[src/rtl/misr_pkg.sv]
// Shared types and default constants for the MISR response analyzer.
package misr_pkg;

  typedef enum logic [1:0] {
    IDLE    = 2'd0,
    COMPACT = 2'd1,
    DONE    = 2'd2
  } state_e;

  localparam int         DEF_WIDTH      = 3;
  localparam logic [2:0] DEF_TAPS       = 3'b110;
  localparam logic [2:0] DEF_SEED       = 3'b000;
  localparam logic [2:0] DEF_GOLDEN     = 3'b000;
  localparam int         DEF_N_PATTERNS = 7;

  // Default-config signature after a single 3'b001 fault on the first of seven samples
  localparam logic [2:0] DEF_FAULT_SIG  = 3'b100;

endpackage

[src/rtl/misr_analyzer_if.sv]
// Handshake/bus bundle of the MISR analyzer; the Abort wire exists only when MISR_ABORT_EN is defined.
interface misr_analyzer_if #(
  parameter int WIDTH = 3
);
  logic             Start;
  logic [WIDTH-1:0] Resp;
  logic             Resp_Valid;
`ifdef MISR_ABORT_EN
  logic             Abort;
`endif
  logic             Busy;
  logic             Done;
  logic             Pass;
  logic [WIDTH-1:0] Signature;

`ifdef MISR_ABORT_EN
  modport master (output Start, Resp, Resp_Valid, Abort,
                  input  Busy, Done, Pass, Signature);
  modport slave  (input  Start, Resp, Resp_Valid, Abort,
                  output Busy, Done, Pass, Signature);
`else
  modport master (output Start, Resp, Resp_Valid,
                  input  Busy, Done, Pass, Signature);
  modport slave  (input  Start, Resp, Resp_Valid,
                  output Busy, Done, Pass, Signature);
`endif

endinterface

[src/rtl/misr_core.sv]
// Pure MISR datapath: shift with XOR feedback over TAPS, folding in one data word per enabled cycle.
module misr_core #(
  parameter int               WIDTH = 3,
  parameter logic [WIDTH-1:0] TAPS  = 3'b110,
  parameter logic [WIDTH-1:0] SEED  = 3'b000
) (
  input  logic             clk,
  input  logic             rst_n,
  input  logic             load,
  input  logic             enable,
  input  logic [WIDTH-1:0] seed,
  input  logic [WIDTH-1:0] data,
  output logic [WIDTH-1:0] sig,
  output logic [WIDTH-1:0] sig_next
);

  logic fb;

  assign fb       = ^(sig & TAPS);
  assign sig_next = {sig[WIDTH-2:0], fb} ^ data;

  always_ff @(posedge clk or negedge rst_n) begin
    if (!rst_n) begin
      sig <= SEED;
    end else if (load) begin
      sig <= seed;
    end else if (enable) begin
      sig <= sig_next;
    end
  end

endmodule

[src/rtl/misr_analyzer.sv]
// BIST response analyzer: compacts N_PATTERNS responses into a MISR signature and compares to GOLDEN.
// Optional feature macro: MISR_ABORT_EN (adds the Abort input to cancel a run in progress).
module misr_analyzer
  import misr_pkg::*;
#(
  parameter int               WIDTH      = DEF_WIDTH,
  parameter logic [WIDTH-1:0] TAPS       = DEF_TAPS,
  parameter logic [WIDTH-1:0] SEED       = DEF_SEED,
  parameter int               N_PATTERNS = DEF_N_PATTERNS,
  parameter logic [WIDTH-1:0] GOLDEN     = DEF_GOLDEN
) (
  input logic           CLK,
  input logic           RST_N,
  misr_analyzer_if.slave bus
);

  localparam int              CW   = $clog2(N_PATTERNS + 1);
  localparam logic [CW-1:0]   LAST = CW'(N_PATTERNS - 1);

  state_e           state;
  logic [CW-1:0]    cnt;
  logic             busy_r;
  logic             done_r;
  logic             pass_r;
  logic             abort;
  logic             start_ok;
  logic             core_load;
  logic             core_en;
  logic [WIDTH-1:0] sig;
  logic [WIDTH-1:0] sig_next;

`ifdef MISR_ABORT_EN
  assign abort = bus.Abort && (state == COMPACT);
`else
  assign abort = 1'b0;
`endif

  assign start_ok  = bus.Start && (state != COMPACT);
  assign core_load = start_ok || abort;
  assign core_en   = (state == COMPACT) && bus.Resp_Valid && !abort;

  misr_core #(
    .WIDTH (WIDTH),
    .TAPS  (TAPS),
    .SEED  (SEED)
  ) u_core (
    .clk      (CLK),
    .rst_n    (RST_N),
    .load     (core_load),
    .enable   (core_en),
    .seed     (SEED),
    .data     (bus.Resp),
    .sig      (sig),
    .sig_next (sig_next)
  );

  // Pass is taken from sig_next so the verdict reflects the final sample, not the one before it
  always_ff @(posedge CLK or negedge RST_N) begin
    if (!RST_N) begin
      state  <= IDLE;
      cnt    <= '0;
      busy_r <= 1'b0;
      done_r <= 1'b0;
      pass_r <= 1'b0;
    end else begin
      case (state)
        IDLE, DONE: begin
          if (bus.Start) begin
            state  <= COMPACT;
            cnt    <= '0;
            busy_r <= 1'b1;
            done_r <= 1'b0;
            pass_r <= 1'b0;
          end
        end
        COMPACT: begin
          if (abort) begin
            state  <= IDLE;
            cnt    <= '0;
            busy_r <= 1'b0;
          end else if (bus.Resp_Valid) begin
            cnt <= cnt + 1'b1;
            if (cnt == LAST) begin
              state  <= DONE;
              busy_r <= 1'b0;
              done_r <= 1'b1;
              pass_r <= (sig_next == GOLDEN);
            end
          end
        end
        default: begin
          state  <= IDLE;
          cnt    <= '0;
          busy_r <= 1'b0;
          done_r <= 1'b0;
          pass_r <= 1'b0;
        end
      endcase
    end
  end

  assign bus.Busy      = busy_r;
  assign bus.Done      = done_r;
  assign bus.Pass      = pass_r;
  assign bus.Signature = sig;

endmodule

[src/flat_wrapper.sv]
// flat-port wrapper written by rule: the top's interface ports become plain ports
module misr_analyzer_flat import misr_pkg::*;
#(
  parameter int               WIDTH      = DEF_WIDTH,
  parameter logic [WIDTH-1:0] TAPS       = DEF_TAPS,
  parameter logic [WIDTH-1:0] SEED       = DEF_SEED,
  parameter int               N_PATTERNS = DEF_N_PATTERNS,
  parameter logic [WIDTH-1:0] GOLDEN     = DEF_GOLDEN
)
  (CLK, RST_N, bus_Start, bus_Resp, bus_Resp_Valid, bus_Busy, bus_Done, bus_Pass, bus_Signature);
  misr_analyzer_if #(.WIDTH(WIDTH)) bus_i ();
  input logic CLK;
  input logic RST_N;
  input wire logic [$bits(bus_i.Start)-1:0] bus_Start;
  input wire logic [$bits(bus_i.Resp)-1:0] bus_Resp;
  input wire logic [$bits(bus_i.Resp_Valid)-1:0] bus_Resp_Valid;
  output wire logic [$bits(bus_i.Busy)-1:0] bus_Busy;
  output wire logic [$bits(bus_i.Done)-1:0] bus_Done;
  output wire logic [$bits(bus_i.Pass)-1:0] bus_Pass;
  output wire logic [$bits(bus_i.Signature)-1:0] bus_Signature;
  assign bus_i.Start = bus_Start;
  assign bus_i.Resp = bus_Resp;
  assign bus_i.Resp_Valid = bus_Resp_Valid;
  assign bus_Busy = bus_i.Busy;
  assign bus_Done = bus_i.Done;
  assign bus_Pass = bus_i.Pass;
  assign bus_Signature = bus_i.Signature;
  misr_analyzer #(.WIDTH(WIDTH), .TAPS(TAPS), .SEED(SEED), .N_PATTERNS(N_PATTERNS), .GOLDEN(GOLDEN)) u_core (.CLK(CLK), .RST_N(RST_N), .bus(bus_i));
endmodule
[config.mk]
export PLATFORM = sky130hd
export DESIGN_NAME = misr_analyzer_flat
export DESIGN_NICKNAME = d
export VERILOG_FILES = /design/src/rtl/misr_pkg.sv /design/src/rtl/misr_analyzer_if.sv /design/src/rtl/misr_core.sv /design/src/rtl/misr_analyzer.sv /design/src/flat_wrapper.sv
export SDC_FILE = /design/constraint.sdc
export NUM_CORES = 1
export LEC_CHECK = 0
export BUFFER_PORTS_ARGS = -buffer_cell sky130_fd_sc_hd__buf_2
export CORE_AREA = 5 5 42 44
export CTS_CLUSTER_SIZE = 16
export DETAILED_ROUTE_END_ITERATION = 8
export DIE_AREA = 0 0 47 49
export GPL_TIMING_DRIVEN = 0
export PLACE_DENSITY = 0.64
export SLEW_MARGIN = 20
export SYNTH_ARGS = -nofsm -noshare
export SYNTH_HDL_FRONTEND = slang
export SYNTH_SLANG_ARGS = --single-unit
export TNS_END_PERCENT = 5
[constraint.sdc]
create_clock -name CLK -period 1.15 [get_ports CLK]
set_input_delay 0.115 -clock CLK [delete_from_list [all_inputs] [get_ports CLK]]
set_output_delay 0.115 -clock CLK [all_outputs]
set_load 0.02 [all_outputs]
==> results.sh <==
export IMPL_period_minus_slack_ns=1.18
export IMPL_hold_path_class="in -> reg"
export IMPL_grt_pass1_vias=435
export IMPL_core_mm2=0.00140
export IMPL_syn_instance_count=50
export IMPL_cts_max_level=1
export IMPL_cts_tree="built"
export IMPL_synth_compound_area_share_pct=17.5
export IMPL_synth_cell_types=22
export IMPL_cpMaxStageDelayCell="dfrtp_1"
export IMPL_ant_nets=0
export IMPL_post_route_period_util_pct=103
export IMPL_clock_latency_ns=0.27
export IMPL_portBuffers=11
export IMPL_cts_root_buf="clkbuf_4"
export IMPL_worst_slew_pin_slew_ns=0.303
export IMPL_fp_dieH_um=49
export IMPL_ys_ff_latch=10
export IMPL_cp_arrival_ns=1.34
export IMPL_rrSetupSlack_ns=-0.03
export IMPL_cpPeakStageDelay_ns=0.37
export IMPL_max_freq_mhz=848
export IMPL_path_cells="inv_1 -> ha_2 -> and3_4 -> o22ai_2 -> a22o_1"
export IMPL_grt_ovfl_total=0
export IMPL_diodes=0
export IMPL_drt_wl_total_um=1050
export IMPL_hold_depth=3
export IMPL_syn_nets=59
export IMPL_antenna_found_initial=0
export IMPL_reg2reg_to="u_core.bus.Pass"
export IMPL_synth_simple_area_share_pct=14.6
export IMPL_row_count=14
export IMPL_avgRoutedWirePerCell_um=12.6
export IMPL_outcome="complete, but fails checks"
export IMPL_fin_hold_ws_ns=0.187
export IMPL_drc=0
export IMPL_grt_pass1_wl_um=1850
export IMPL_worst_setup_path_start_kind="register"
export IMPL_finClkSkew_ns=0.0101
export IMPL_synth_area_um2=531
export IMPL_rsz0062_at_grt="yes"
export IMPL_crit_type="reg -> reg"
export IMPL_r2r_cells=5
export IMPL_gp_congestion=0.721
export IMPL_p_leak_uw=0.000326
export IMPL_die_w_um=47
export IMPL_grt_max_degree=11
export IMPL_via_count=432
export IMPL_initial_utilization_pct=37.9
export IMPL_synthXorXnorAreaFrac_pct=8.25
export IMPL_ios=13
export IMPL_timing_setup_tns_ns=-0.0332
export IMPL_yosys_warnings=0
export IMPL_numCtsBuffers=3
export IMPL_layout_drive_gt1_share_pct=38.8
export IMPL_clk_pin_slew_ns=0.07
export IMPL_clockBufferDepth=2
export IMPL_crit_required_ns=1.31
export IMPL_setup_violations=2
export IMPL_finalHoldViolCount=0
export IMPL_detail_route_iter0_violations=0
export IMPL_drv_slew=0
export IMPL_ir_drop_mv=0.958
export IMPL_violations="negative setup slack"
export IMPL_min_to="u_core.state[0]"
export IMPL_die_area_mm2=0.00230
export IMPL_grtUsageTotal_pct=11.0
export IMPL_firstDrtPassIters=1
export IMPL_avgSynthCellArea_um2=10.6
export IMPL_layout_setup_ws_ns=-0.0293
export IMPL_fin_nets=77
export IMPL_vias_per_cell=5.20
export IMPL_yosysSeqAreaShare_pct=47.2
export IMPL_powerDensity_mw_per_mm2=2320
export IMPL_dp_hpwl_um=809
export IMPL_syn2layout_area_growth_pct=29.2
export IMPL_clock_sinks=10
export IMPL_max_slew_margin_pct=79.7
export IMPL_crit_fanout=3
export IMPL_synth_adder_area_share_pct=4.72
export IMPL_cap_violations=0
export IMPL_r2r_start="u_core.cnt[0]"
export IMPL_synth_top_family_by_area="compound AO/OA/AOI/OAI gates"
export IMPL_total_power_uw=1590
export IMPL_min_delay_start="bus_Start"
export IMPL_critPathCaptureType="register"
export IMPL_synthMuxAreaShare_pct=1.89
layout make-up:
type | instances | area [µm²]
Fill cell | 143 | 716
Multi-Input combinational cell | 34 | 283
Sequential cell | 10 | 253
Timing Repair Buffer | 13 | 72.6
Clock buffer | 4 | 26.3
Tap cell | 16 | 20.0
Buffer | 2 | 16.3
Inverter | 4 | 15.0
sequential cells by signal (all words and copies together), names as in the netlist:
signal / count
u_core.bus.Pass: 1
u_core.bus.Done: 1
u_core.u_core.sig: 3
u_core.state: 1
u_core.cnt: 3
u_core.bus.Busy: 1
cell usage in the layout (no fill, tap or decap), types with 2 or more instances in the layout:
| cell | count |
|---|---|
| o21ai_0 | 2 |
| dfrtp_2 | 2 |
| inv_1 | 4 |
| dfrtp_1 | 8 |
| a22o_1 | 2 |
| o2bb2ai_1 | 2 |
| xor2_1 | 3 |
| o22ai_1 | 2 |
| clkbuf_4 | 3 |
| buf_2 | 11 |
| nand2_1 | 3 |
| nor2_1 | 4 |
metrics by stage:
| step | instance area [µm²] | util [%] | instances | worst slack (ns) |
|---|---|---|---|---|
| after floorplan | 552 | - | 50 | -0.0213 |
| after global placement | 627 | 44.7 | 77 | -0.0690 |
| after detailed placement | 627 | 44.7 | 77 | -0.0866 |
| after CTS | 686 | 48.9 | 83 | -0.0336 |
| after global routing | 686 | 48.9 | 83 | -0.0939 |
| final | 686 | 48.9 | 83 | -0.0293 |
where the power goes:
part | total (µW) | internal (µW) | switching (µW)
logic | 714 | 325 | 389
registers | 624 | 483 | 141
clock network | 253 | 134 | 119
total | 1590 | 942 | 649
repair_timing:
action | CTS | global route
endpoints found under the hold margin | 10 | 0
setup endpoints to repair | 3 | 7
resized for setup | 5 | 1
hold buffers | 1 | 0
buffers inserted | 1 | 0
pin swaps | 1 | 0
per-layer routing:
metal,part of all wire [%],wire length [µm],track usage (%),vias up
met5,0,0,0,-
met4,0,0,2.76,0
met3,7.8,82,5.54,0
met2,45,473,15.6,13
met1,47,492,14.6,210
li1,-,-,-,209
how the worst max path moves through the flow:
| stage | startpoint | end | slack, ns | depth (start not counted) |
|---|---|---|---|---|
| finish | u_core.cnt[0] | u_core.bus.Pass | -0.03 | 5 |
| global route | u_core.cnt[0] | u_core.bus.Pass | -0.09 | 5 |
| CTS | u_core.cnt[0] | u_core.bus.Pass | -0.03 | 5 |
| global placement | u_core.cnt[0] | u_core.bus.Pass | -0.07 | 5 |
| detailed placement | u_core.cnt[0] | u_core.bus.Pass | -0.09 | 5 |
| floorplan | u_core.cnt[0] | u_core.bus.Pass | -0.02 | 5 |
critical path, delay by kind of cell (launching register included):
kind	cells	cell delay [ns]
AOI/OAI and AO/OA	2	0.27
and+or+nand+nor	1	0.20
buffers and inverters	1	0.06
adders and majority gates	1	0.18
DFF	1	0.37
logic make-up after synthesis:
| family | Yosys count |
|---|---|
| buf+inv | 6 |
| xor+xnor | 5 |
| fa+ha+maj | 2 |
| simple gates | 13 |
| mux | 1 |
| flops | 10 |
| compound gates | 13 |
synthesized netlist by cell type:
library cell  number  area [µm²]
a21boi_0           1        7.51
a21o_1             1        7.51
a22o_1             2        17.5
and3_1             1        6.26
buf_6              1        11.3
clkbuf_2           1        5.00
dfrtp_1           10         250
ha_1               2        25.0
inv_1              4        15.0
mux2i_1            1        10.0
nand2_1            3        11.3
nand2b_1           1        6.26
nand3_1            2        10.0
nand3b_1           1        7.51
nor2_1             4        15.0
nor4_4             1        21.3
o21ai_0            3        15.0
o22ai_1            3        18.8
o2bb2ai_1          2        17.5
o32ai_1            1        8.76
xnor2_1            1        8.76
xor2_1             4        35.0
No activity file was read; power rests on OpenSTA's default activity.
